$ cat config.mk
export PLATFORM = sky130hd
export DESIGN_NAME = mem_responder
export DESIGN_NICKNAME = d
export VERILOG_FILES = /design/src/rtl/mem_responder.sv
export SDC_FILE = /design/constraint.sdc
export NUM_CORES = 2
export LEC_CHECK = 0
export ABC_AREA = 1
export ABC_CLOCK_PERIOD_IN_PS = 3950
export CORE_MARGIN = 4
export CORE_UTILIZATION = 54
export CTS_BUF_LIST = sky130_fd_sc_hd__clkbuf_16
export CTS_CLUSTER_SIZE = 30
export DETAILED_ROUTE_END_ITERATION = 12
export PLACE_DENSITY = 0.78
export SLEW_MARGIN = 10
export SYNTH_ARGS = -nofsm -noshare
export SYNTH_HDL_FRONTEND = slang
export SYNTH_SLANG_ARGS = --single-unit
$ cat constraint.sdc
create_clock -name clk_i -period 3.95 [get_ports clk_i]
set_clock_uncertainty 0.2 [all_clocks]
set_input_delay 0.5925 -clock clk_i [delete_from_list [all_inputs] [get_ports clk_i]]
set_output_delay 0.5925 -clock clk_i [all_outputs]
set_load 0.005 [all_outputs]
$ cat src/rtl/mem_responder.sv
// -----------------------------------------------------------------------------
// mem_responder
//   Single-port word memory behind a simple req/ready handshake. A request is
//   accepted in IDLE, waits LATENCY wait-state cycles in BUSY, then completes
//   with a one-cycle ready pulse in DONE. Reads load readdata on entry to DONE;
//   writes update storage on the edge that leaves DONE.
//
// Parameters
//   DEPTH    number of 32-bit words (power of two, 4..1024)
//   LATENCY  wait-state cycles before the response (0..7)
//
// Ports
//   clk_i        clock, rising-edge active
//   reset_i      asynchronous active-high reset
//   req_i        request strobe, sampled in IDLE
//   memwrite_i   1 = write, 0 = read (captured at acceptance)
//   dataadr_i    byte address (captured at acceptance)
//   writedata_i  store data (captured at acceptance)
//   readdata_o   registered load data, held until the next read completes
//   ready_o      one-cycle completion pulse
//   err_o        misalignment flag (only with MEM_MISALIGN_ERR_EN)
//
// Optional feature macro: MEM_MISALIGN_ERR_EN
//   When defined, a transaction whose address has nonzero bits [1:0] still
//   runs its full latency but raises err_o with ready_o, suppresses the write
//   and leaves readdata unchanged. When undefined, bits [1:0] are ignored.
// -----------------------------------------------------------------------------
module mem_responder #(
    parameter int DEPTH   = 64,
    parameter int LATENCY = 2
) (
    input  logic        clk_i,
    input  logic        reset_i,
    input  logic        req_i,
    input  logic        memwrite_i,
    input  logic [31:0] dataadr_i,
    input  logic [31:0] writedata_i,
    output logic [31:0] readdata_o,
    output logic        ready_o
`ifdef MEM_MISALIGN_ERR_EN
    ,
    output logic        err_o
`endif
);

    localparam int AW = $clog2(DEPTH);
    // Counter load value; BUSY exits on the edge where the counter is zero,
    // so LATENCY-1 gives exactly LATENCY BUSY cycles.
    localparam logic [2:0] LOAD_C = (LATENCY > 0) ? 3'(LATENCY - 1) : 3'd0;

    typedef enum logic [1:0] {
        IDLE = 2'd0,
        BUSY = 2'd1,
        DONE = 2'd2
    } state_e;

    state_e          state_q, state_d;
    logic [2:0]      cnt_q, cnt_d;
    logic            we_q, we_d;
    logic [AW-1:0]   idx_q, idx_d;
    logic [31:0]     wdata_q, wdata_d;
    logic            mis_q, mis_d;
    logic [31:0]     readdata_q, readdata_d;
    logic            ready_q, ready_d;
    logic [31:0]     mem_q [DEPTH];
`ifdef MEM_MISALIGN_ERR_EN
    logic            err_q, err_d;
    logic            unused_s;
    assign unused_s = ^dataadr_i[31:AW+2];
`else
    logic            unused_s;
    assign unused_s = ^{dataadr_i[31:AW+2], dataadr_i[1:0]};
`endif

    // Next-state, capture and registered-output logic.
    always_comb begin
        state_d    = state_q;
        cnt_d      = cnt_q;
        we_d       = we_q;
        idx_d      = idx_q;
        wdata_d    = wdata_q;
        mis_d      = mis_q;
        readdata_d = readdata_q;
        ready_d    = 1'b0;
`ifdef MEM_MISALIGN_ERR_EN
        err_d      = 1'b0;
`endif
        case (state_q)
            IDLE: begin
                if (req_i) begin
                    we_d    = memwrite_i;
                    idx_d   = dataadr_i[AW+1:2];
                    wdata_d = writedata_i;
`ifdef MEM_MISALIGN_ERR_EN
                    mis_d   = (dataadr_i[1:0] != 2'b00);
`else
                    mis_d   = 1'b0;
`endif
                    if (LATENCY == 0) begin
                        state_d = DONE;
                        cnt_d   = 3'd0;
                    end else begin
                        state_d = BUSY;
                        cnt_d   = LOAD_C;
                    end
                end else begin
                    state_d = IDLE;
                end
            end
            BUSY: begin
                if (cnt_q == 3'd0) begin
                    state_d = DONE;
                end else begin
                    cnt_d = cnt_q - 3'd1;
                end
            end
            DONE: begin
                state_d = IDLE;
            end
            default: begin
                state_d = IDLE;
                cnt_d   = 3'd0;
            end
        endcase

        // The _d capture values are used here so a zero-latency transaction,
        // which enters DONE on its accepting edge, sees the live inputs.
        if (state_d == DONE) begin
            ready_d = 1'b1;
`ifdef MEM_MISALIGN_ERR_EN
            err_d   = mis_d;
`endif
            if (!we_d && !mis_d) begin
                readdata_d = mem_q[idx_d];
            end else begin
                readdata_d = readdata_q;
            end
        end else begin
            ready_d = 1'b0;
        end
    end

    // State, capture and output registers with asynchronous reset.
    always_ff @(posedge clk_i or posedge reset_i) begin
        if (reset_i) begin
            state_q    <= IDLE;
            cnt_q      <= 3'd0;
            we_q       <= 1'b0;
            idx_q      <= '0;
            wdata_q    <= 32'd0;
            mis_q      <= 1'b0;
            readdata_q <= 32'd0;
            ready_q    <= 1'b0;
`ifdef MEM_MISALIGN_ERR_EN
            err_q      <= 1'b0;
`endif
        end else begin
            state_q    <= state_d;
            cnt_q      <= cnt_d;
            we_q       <= we_d;
            idx_q      <= idx_d;
            wdata_q    <= wdata_d;
            mis_q      <= mis_d;
            readdata_q <= readdata_d;
            ready_q    <= ready_d;
`ifdef MEM_MISALIGN_ERR_EN
            err_q      <= err_d;
`endif
        end
    end

    // Storage write on the edge leaving DONE; storage is never reset, and a
    // reset during DONE forces IDLE first so the write cannot happen.
    always_ff @(posedge clk_i) begin
        if (state_q == DONE && we_q && !mis_q) begin
            mem_q[idx_q] <= wdata_q;
        end
    end

    assign readdata_o = readdata_q;
    assign ready_o    = ready_q;
`ifdef MEM_MISALIGN_ERR_EN
    assign err_o      = err_q;
`endif

endmodule

==> impl_metrics.toml <==
[run_status]
outcome = "finished, final reports clean"

[die]
start_util = 0.544
core-area_um2 = 156000
die_y_um = 405
die_area_um2 = 164000
row_count = 145
pin_count = 101
dieWidth_um = 405

[final_layout]
drive_above_1_share = 0.0934
nets = 7152
fin_cells = 9308
final_area_um2 = 96600
synthToLayoutAreaGrowth_pct = 13.5

[clock_network]
holdBufCountCts = 0
cts_tree = "done"
cts_sinks = 2126
clk_path_buf_depth = 3
cts.clk_slew.worst_paths_ns = 0.07
clkLatencyLatePin_ns = 0.82
root_buffer = "clkbuf_16"
ctsResizeCount = 0
cts_buffers = 196
htreeDepth = 4
cts_setup_buffers = 0

[route]
vias = 59100
wl_per_cell_um = 25.9
drc = 0
dr.first_iter.drc_count = 9789
finalWirelength_mm = 241
firstDrtPassIters = 9
ant_nets = 0
drt-vias-per-instance = 6.35

[place]
port_buffers = 74
numPlacedInstances = 8942
hpwlAfterDp_mm = 131
place_ws_ns = 0.117
gp_congestion = 0.850
placed_area_um2 = 90500

[job]
maxCapViolCount = 0

[synthesis]
synth_area_leader_cell = "edfxtp_1"
avgSynthCellArea_um2 = 12.2
synth_area_leaders = "edfxtp_1 (72%), nand3_1 (13%), nand2_1 (8.8%)"
ys_types = 26
synth_cells = 6985
synth_edf_count = 2048
async_flop_share = 0.0367
ys_seq_area_frac = 0.746
post-synth-top-count-cell = "nand3_1"
syn_nets = 7055
synthFlopType = "edfxtp_1"
syn-cell-area_um2 = 85100
ys_warn_count = 0
post-synth-top-area-fraction = 0.723
synth_common_cells = "nand3_1 (2,254), edfxtp_1 (2,048), nand2_1 (2,002)"
synth-seq-cells = 2126

[critical_path]
critical_path.most_common_cell = "nand3_1"
critPathLaunchType = "flop"
critPathTopFamily = "simple AND/OR/NAND/NOR gates"
cp_max_fo = 40
slowest_stage = "dfrtp_1"
endpoint_kind = "flop"
crit_required_ns = 4.46
cp_slowest_stage_delay_ns = 0.42
path_buf_inv = 3
arrival_ns = 3.78
path_cells = "nor2_4 > nand2_4 > buf_4 > o21ai_4 > buf_12 > buf_12 > nand3_1 > nand3_1 > nand3_1 > nand3_1 > nand3_1 > nand3_1 > nand2_1"
crit_type = "reg2reg"

[global_route]
antenna_found_initial = 12
grt-ovfl-total = 0
grt_pass1_vias = 57600
grt_pass1_wl_mm = 354
grt_start_max_net_pins = 91
grt_use_total = 0.291

[timing]
hold_slack_ns = 0.0921
finalSetupTns_ns = 0
worstMarginPinSlew_ns = 1.31
setup-violations-final = 0
period_needed_ns = 3.26
drv_slew = 0
slew_headroom = 0.129
rsz0062_at_grt = "false"
worst_slack_ns = 0.685
finalHoldViolCount = 0
max_freq_mhz = 306
timing.final.crit_share = 0.827

[power]
p_per_area_nw_per_um2 = 815
peakVddDrop_mv = 0.844
p_leak_uw = 0.0339

[min_path]
hold_class = "in2async"
==> area by class of cell <==
class	count	area [um2]
diodes	3	7.51
repair buffers	378	4420
multi-input cells	4349	19800
clock buffers	200	5000
fillers	10900	59800
inverters	31	131
clock inverters	163	1090
flip-flops and latches	2126	63500
well taps	2058	2570
==> metrics by stage <==
stage / util / power [uW]
2_1_floorplan: - / 47000
3_5_place_dp: 0.578 / 59900
6_report: 0.617 / 78700
4_1_cts: 0.617 / 77800
5_1_grt: 0.617 / 81600
3_3_place_gp: 0.578 / 58900
==> power breakdown <==
group          leakage, uW  switching [uW]  internal (uW)
clock              0.00319            8030           9990
combinational       0.0112           21000           9030
sequential          0.0195            2340          28200
total               0.0339           31400          47200
==> cells by family (layout without fill, tap and decap cells) <==
logic type      after synthesis  in the layout  synth area share
xor+xnor                      1              1          0.000103
flops                      2126           2126             0.746
other cells                   0              3                 0
fa+ha+maj                     2              2          0.000294
buf+inv                     510            772            0.0280
simple gates               4335           4335             0.225
compound gates               11             11          0.000838
==> metal layers <==
layer	GRT usage	wire, um
met1	0.383	82100
met2	0.446	109000
met3	0.0751	35100
met4	0.159	14300
met5	0	56
==> layout by cell type (no fill, tap or decap), drive strengths merged <==
cell,instances
xor2,1
o31ai,1
clkinvlp,3
nand3,2255
buf,304
inv,90
dfrtp,78
ha,2
edfxtp,2048
nor4,1
nor2,70
clkdlybuf4s50,74
diode,3
clkbuf,200
nand2,2005
clkinv,88
o21ai,9
nand4,3
o211ai,1
bufinv,13
nor3,1
==> worst paths after layout <==
kind	start	endpoint	slack [ns]	depth (start not counted)
setup / recovery	state_q[1]$_DFF_PP0_	readdata_o[17]$_DFFE_PP0P_	0.69	13
setup reg to reg	state_q[1]$_DFF_PP0_	readdata_o[17]$_DFFE_PP0P_	0.69	13
hold / removal	reset_i	readdata_o[26]$_DFFE_PP0P_	0.09	2
min in group clk_i	writedata_i[13]	wdata_q[13]$_DFFE_PP0N_	0.10	3
hold reg to reg	readdata_o[13]$_DFFE_PP0P_	readdata_o[13]$_DFFE_PP0P_	0.29	2
max in group asynchronous	reset_i	readdata_o[7]$_DFFE_PP0P_	2.63	3
==> state kept, by name (all words and copies together) (netlist names) <==
signal / cells
wdata_q: 32
readdata_o: 32
mis_q: 1
idx_q: 6
ready_o: 1
we_q: 1
cnt_q: 3
state_q: 2
mem_q: 2048
Note: power is estimated with default switching activity, not from simulation.
